File: config.mk
export PLATFORM = sky130hd
export DESIGN_NAME = alu_sched
export DESIGN_NICKNAME = d
export VERILOG_FILES = /design/src/rtl/alu_sched.sv
export SDC_FILE = /design/constraint.sdc
export NUM_CORES = 1
export LEC_CHECK = 0
export BUFFER_PORTS_ARGS = -buffer_cell sky130_fd_sc_hd__buf_2
export CAP_MARGIN = 15
export CORE_UTILIZATION = 50
export CTS_CLUSTER_DIAMETER = 50
export DETAILED_ROUTE_END_ITERATION = 16
export GPL_TIMING_DRIVEN = 0
export PLACE_DENSITY_LB_ADDON = 0.1
export RECOVER_POWER = 100
export SLEW_MARGIN = 20
export SYNTH_ARGS = -nofsm -noshare
export SYNTH_HDL_FRONTEND = slang
export SYNTH_SLANG_ARGS = --single-unit
File: constraint.sdc
create_clock -name clk -period 3.8 [get_ports clk]
set_clock_uncertainty 0.05 [all_clocks]
set_input_delay 0 -clock clk [delete_from_list [all_inputs] [get_ports clk]]
set_output_delay 0 -clock clk [all_outputs]
set_load 0.02 [all_outputs]
File: src/rtl/alu_sched.sv
// alu_sched: round-robin scheduler sharing one external combinational ALU among three requesters
// Ports:
//   clk, rst                 clock, asynchronous active-high reset
//   req_valid/req_ready      per-requester handshake (req_ready one-hot or zero)
//   req_x/req_y/req_f        packed per-requester operands (4b) and opcode (2b)
//   alu_x/alu_y/alu_f        registered operands/opcode to the shared ALU
//   alu_xy                   ALU result, captured one cycle after accept
//   rsp_valid/rsp_ready      response handshake with rsp_data and rsp_id
//   ops_done                 modulo-256 count of completed responses
module alu_sched (
  input  logic        clk,
  input  logic        rst,
  input  logic [2:0]  req_valid,
  output logic [2:0]  req_ready,
  input  logic [11:0] req_x,
  input  logic [11:0] req_y,
  input  logic [5:0]  req_f,
  output logic [3:0]  alu_x,
  output logic [3:0]  alu_y,
  output logic [1:0]  alu_f,
  input  logic [3:0]  alu_xy,
  output logic        rsp_valid,
  input  logic        rsp_ready,
  output logic [3:0]  rsp_data,
  output logic [1:0]  rsp_id,
  output logic [7:0]  ops_done
);
  typedef enum logic [1:0] {IDLE, EXEC, RESP} state_t;
  state_t state_q, state_d;
  logic [1:0] last_q, c0, c1, c2, win;
  logic accept;
  function automatic logic [1:0] inc3(input logic [1:0] v);
    return v == 2'd2 ? 2'd0 : v + 2'd1;
  endfunction
  // Candidates in priority order, starting just after the last grant.
  always_comb begin
    c0 = inc3(last_q);
    c1 = inc3(c0);
    c2 = inc3(c1);
    win = req_valid[c0] ? c0 : req_valid[c1] ? c1 : c2;
    req_ready = (state_q == IDLE && |req_valid) ? 3'b001 << win : 3'b000;
    accept = |(req_valid & req_ready);
    state_d = state_q == IDLE ? (accept ? EXEC : IDLE) :
              state_q == EXEC ? RESP :
              (rsp_ready ? IDLE : RESP);
  end
  assign rsp_valid = state_q == RESP;
  always_ff @(posedge clk or posedge rst) begin
    if (rst) begin
      state_q  <= IDLE;
      last_q   <= 2'd2;
      alu_x    <= '0;
      alu_y    <= '0;
      alu_f    <= '0;
      rsp_data <= '0;
      rsp_id   <= '0;
      ops_done <= '0;
    end else begin
      state_q <= state_d;
      if (accept) begin
        alu_x  <= req_x[{win, 2'b00} +: 4];
        alu_y  <= req_y[{win, 2'b00} +: 4];
        alu_f  <= req_f[{win, 1'b0} +: 2];
        rsp_id <= win;
        last_q <= win;
      end
      if (state_q == EXEC) rsp_data <= alu_xy;
      if (state_q == RESP && rsp_ready) ops_done <= ops_done + 8'd1;
    end
  end
endmodule

After elaboration in Yosys (flattened, before gate mapping)
Cells that the tools add are included.
Storage, ports and cells
  input bits: 40
  bits in registers: 28
  logic and storage cells: 43
  output and inout port bits: 28
Operators by class
  bitwise operators: 1
  magnitude comparators: 2
  equality and inequality tests: 5
  add/sub/neg operators: 4
  reductions and logical operators: 5
  shift operators: 4
  multiplexer cells: 14
Operators by type and width (count)
  $shiftx 12x5->4: 2
  $mux 2: 8
  $add 8x1->8 const B: 1
  $eq 2x2->1 const B: 4
  $add 2x1->2 const B: 3
  $lt 2x3->1 const B: 2
  $reduce_or 3->1: 2
  $shiftx 6x4->2: 1
  $bmux 1 s2: 2
  $and 3x3->3: 1
  $mux 1: 3
  $mux 3: 1
  $shl 1x2->3 const A: 1
  $eq 2x1->1 const B: 1
  $logic_and 1x1->1: 2
  $logic_not 2->1: 1

Logic depth before layout (Yosys ltp)
  word-level depth: 14
  mapped depth: 6
  mapped depth without buffers: 5

Worst setup path after synthesis
No wires, ideal clock.
  kind: flip-flop to flip-flop
  start: register last_q[1]
  end: register alu_f[1]
  buffers on the path: 1
  slack: 2190 ps
  data required time: 3673 ps
  period minus slack after synthesis: 1610 ps
  stages on the path, launching flop included: 6
  library setup time: 77 ps
  data arrival time: 1483 ps
  path through: dfstp_2 buf_2 mux2i_1 and3_1 a221oi_1 a21oi_1
On the way
  word-level cells in the longest chain between the ends: 12
  elaborated cells on any way between the ends: 20
  those cells by class: add/sub: 3; eq/ne: 3; shift: 2; mux: 10; bitwise: 1; reduce/logical: 1
Ends and longest elaborated chain
  start, declared: RTL line 30  | logic [1:0] last_q, c0, c1, c2, win;
  start signal, assigned: RTL line 65  | last_q <= win;
  $add 2x1->2 / $eq 2x2->1 (equally long branches): RTL line 33  | return v == 2'd2 ? 2'd0 : v + 2'd1;
  $mux 2 (*): RTL line 33
  $add 2x1->2 / $eq 2x2->1 (equally long branches): RTL line 33
  $mux 2: RTL line 33
  $add 2x1->2, or another cell as far along: RTL line 33
  $mux 2 / $mux 1 (equally long branches): RTL line 33, 40
  $mux 2: RTL line 40  | win = req_valid[c0] ? c0 : req_valid[c1] ? c1 : c2;
  $mux 2 (*): RTL line 40
  $shl 1x2->3: RTL line 41  | req_ready = (state_q == IDLE && |req_valid) ? 3'b001 << win : 3'b000;
  $mux 3: RTL line 41
  $and 3x3->3: RTL line 42  | accept = |(req_valid & req_ready);
  $reduce_or 3->1: RTL line 42
  end signal, assigned: RTL line 63  | alu_f <= req_f[{win, 1'b0} +: 2];
  end, declared: RTL line 20  | output logic [1:0] alu_f,
Every way passes the cells marked *; elsewhere a longest branch is shown, timed or not. The select of a mux whose other input is x is not followed.
A chain may end at the register's enable or synchronous reset.

Worst setup path after layout
  start: register last_q[1]
  end: register alu_y[3]
On the way
  word-level cells in the longest chain between the ends: 12
  elaborated cells on any way between the ends: 20
  those cells by class: add/sub: 3; eq/ne: 3; shift: 2; mux: 10; bitwise: 1; reduce/logical: 1
Ends and longest elaborated chain
  $add 2x1->2 / $eq 2x2->1 (equally long branches): RTL line 33
  $mux 2 (*): RTL line 33
  $add 2x1->2 / $eq 2x2->1 (equally long branches): RTL line 33
  $mux 2: RTL line 33
  $add 2x1->2, or another cell as far along: RTL line 33
  $mux 2 / $mux 1 (equally long branches): RTL line 33, 40
  $mux 2: RTL line 40
  $mux 2 (*): RTL line 40
  $shl 1x2->3: RTL line 41
  $mux 3: RTL line 41
  $and 3x3->3: RTL line 42
  $reduce_or 3->1: RTL line 42
  end signal, assigned: RTL line 62  | alu_y <= req_y[{win, 2'b00} +: 4];
  end, declared: RTL line 19  | output logic [3:0] alu_y,
Marks and branches as above.

==> impl_metrics.tcl <==
set metrics [dict create \
    critPathSlowestCell "mux2i_1" \
    synthArstFlopShare 1.000 \
    status "complete, but fails checks" \
    synth_most_common_cell "dfrtp_1" \
    tns_ns 0 \
    crit_path_start_kind "flop" \
    core_mm2 0.002853 \
    synth_nets 193 \
    io_pins 68 \
    cts_buffers 3 \
    hold_viol_final 0 \
    critPathRequiredTime_ns 4.02 \
    rsz0062_at_grt "no" \
    powerDensity_mw_per_mm2 738.5 \
    drc_errors 2 \
    critPathTopFamily "buffers and inverters" \
    setup_viol 0 \
    drtPass1Iterations 10 \
    vias 1664 \
    clk-insertion-delay-late_ns 0.32 \
    place_congestion 0.8876 \
    drv_cap 0 \
    critPathKind "reg -> reg" \
    die_y_um 57.64 \
    vias_per_cell 6.007 \
    first_global_vias 1548 \
    hp-class "in -> reg" \
    crit_path_cell_trace "clkbuf_1 -> mux2i_1 -> and3_1 -> a221oi_1 -> a21oi_1 -> dlygate4sd3_1" \
    cts_tree "built" \
    htreeDepth 1 \
    path_buf_inv 2 \
    synth-seq-cells 27 \
    cp_data_arrival_time_ns 3.00 \
    end_kind "flop" \
    ant_nets 0 \
    min_period_ns 2.783 \
    avgSynthCellArea_um2 10.18 \
    wl_um 4525 \
    area_growth_syn_to_layout_pct 37.75 \
    violations "DRC" \
    place_hpwl_um 3058 \
    synth-edff-count 0 \
    clockBufferDepth 2 \
    synth_area_leaders "dfrtp_1 42%, a221oi_1 7.9%, a22o_1 5.7%, nor2_1 3.9%, and3_1 3.6%" \
    postCtsSetupRepairBufs 0 \
    worst_slew_pin_slew_ns 1.036 \
    ir_worst_vdd_mv 0.3696 \
    slew_violations 0 \
    ys_seq_area_frac 0.4373 \
    antenna_found_initial 0 \
    totalPowerFinal_mw 1.574 \
    die-area_mm2 0.003322 \
    p_leak_nw 0.9468 \
    rows 19 \
    ys_warn_count 0 \
    post_route_cells_drive_above_1_share 0.2195 \
    min_from "req_f[4]" \
    r2r_start "last_q[1]" \
    cts-root-buf "clkbuf_4" \
    start_util 0.5425 \
    cp-startpoint "last_q[1]" \
    grt_pass1_wl_um 7079 \
    synthFlopType "dfrtp_1" \
    synth_top_area_frac 0.4204 \
    yosysTopAreaCell "dfrtp_1" \
    final.period_utilization 0.7324 \
    max_freq_mhz 359.3 \
    diodes 0 \
    synthTopCellsByCount "26 x dfrtp_1, 16 x nor2_1, 14 x a221oi_1, 10 x a21oi_1, 10 x a22o_1" \
    drtIter0Drc 102 \
    worst_path_largest_cell_delay_ns 0.70 \
    gr-usage-all-layers 0.2774 \
    io_buffer_count 66 \
    synth.distinct_cells 38 \
    wl_per_cell_um 16.34 \
    die_w_um 57.64 \
    path_max_fanout 10 \
    syn_inst 152 \
    syn-cell-area_mm2 0.001548 \
    nets 288 \
    grt_start_max_net_pins 28 \
    max_slew_margin 0.3083 \
    clock_sinks 27 \
    gr-total-overflow 0 \
    clkSlewWorstSetupHoldPaths_ns 0.15 \
]
## layout by cell type (no fill, tap or decap), types with 2 or more instances in the layout
| cell type | n |
|---|---|
| buf_2 | 39 |
| clkbuf_1 | 35 |
| dfrtp_1 | 26 |
| dlygate4sd3_1 | 24 |
| nor2_1 | 16 |
| a221oi_1 | 14 |
| a21oi_1 | 10 |
| a22o_1 | 10 |
| and3_1 | 9 |
| mux2_2 | 5 |
| xnor2_1 | 5 |
| nor2b_1 | 4 |
| nand2_1 | 4 |
| o21ai_0 | 3 |
| a32oi_1 | 3 |
| o21a_1 | 3 |
| buf_4 | 3 |
| a222oi_1 | 3 |
| a31oi_1 | 3 |
| clkbuf_4 | 3 |
| inv_1 | 2 |
| a22oi_1 | 2 |
| xor2_1 | 2 |
## worst min-delay path: cells and delay by family
kind,cells,cell delay (ns)
buf+inv,1,0.10
compound gates,2,0.23
## per-stage QoR
stage	setup slack [ns]	utilization	std cells	hold WS [ns]	instance area, um^2
floorplan	2.190	-	152	0.001974	1548
global placement	1.880	0.6719	249	0.1372	1917
detailed placement	1.839	0.6719	249	0.1585	1917
CTS	1.287	0.7623	276	0.00002917	2175
global route	0.8665	0.7474	277	0.01613	2132
finish	1.017	0.7474	277	0.0005550	2132
## report_power, final
part	internal [mW]	switching (mW)
Clock	0.0394	0.0838
Combinational	0.396	0.541
Sequential	0.422	0.0927
Total	0.857	0.717
## layer usage
layer  track usage  wire, um  up-vias
met2        0.5116      2371       73
li1              -         -      783
met3       0.03571       247        5
met5             0         0        -
met1        0.3464      1879      803
met4       0.05923        27        0
## cell families (layout without fill, tap and decap cells)
kind of cell / Yosys count / in the layout / synth area share
compound gates: 53 / 53 / 0.2708
simple gates: 43 / 43 / 0.1496
flops: 27 / 27 / 0.4373
buf+inv: 15 / 109 / 0.05173
xor+xnor: 7 / 7 / 0.03961
mux: 6 / 6 / 0.04284
fa+ha+maj: 1 / 1 / 0.008083
## flip-flops by register name, indices dropped and copies added (netlist names)
name / cells
alu_y: 4
last_q: 1
state_q: 2
alu_x: 4
ops_done: 8
alu_f: 2
rsp_id: 2
rsp_data: 4
## area by class of cell
class | instances | area, um^2
multi-input combinational | 110 | 777.0
sequential | 27 | 676.9
inverter | 3 | 11.26
clock inverter | 1 | 5.005
buffer | 12 | 66.31
timing repair buffer | 90 | 534.3
tap | 31 | 38.79
fill | 251 | 720.7
clock buffer | 3 | 22.52
## path summary, 6_finish.rpt
kind	depth (start not counted)	slack, ns	end
max	6	1.02	alu_y[3]
min	3	0.0006	alu_f[0]
max reg2reg	6	1.02	alu_y[3]
min reg2reg	1	0.44	ops_done[7]
max in group asynchronous	3	2.68	ops_done[6]
min in group asynchronous	3	0.40	ops_done[5]
## what timing repair did
item	CTS	global route
hold buffers	23	1
resized for setup	0	0
endpoints found under the hold margin	40	1
endpoints found under the setup margin	0	0
Power figures use the tool's default switching activity.
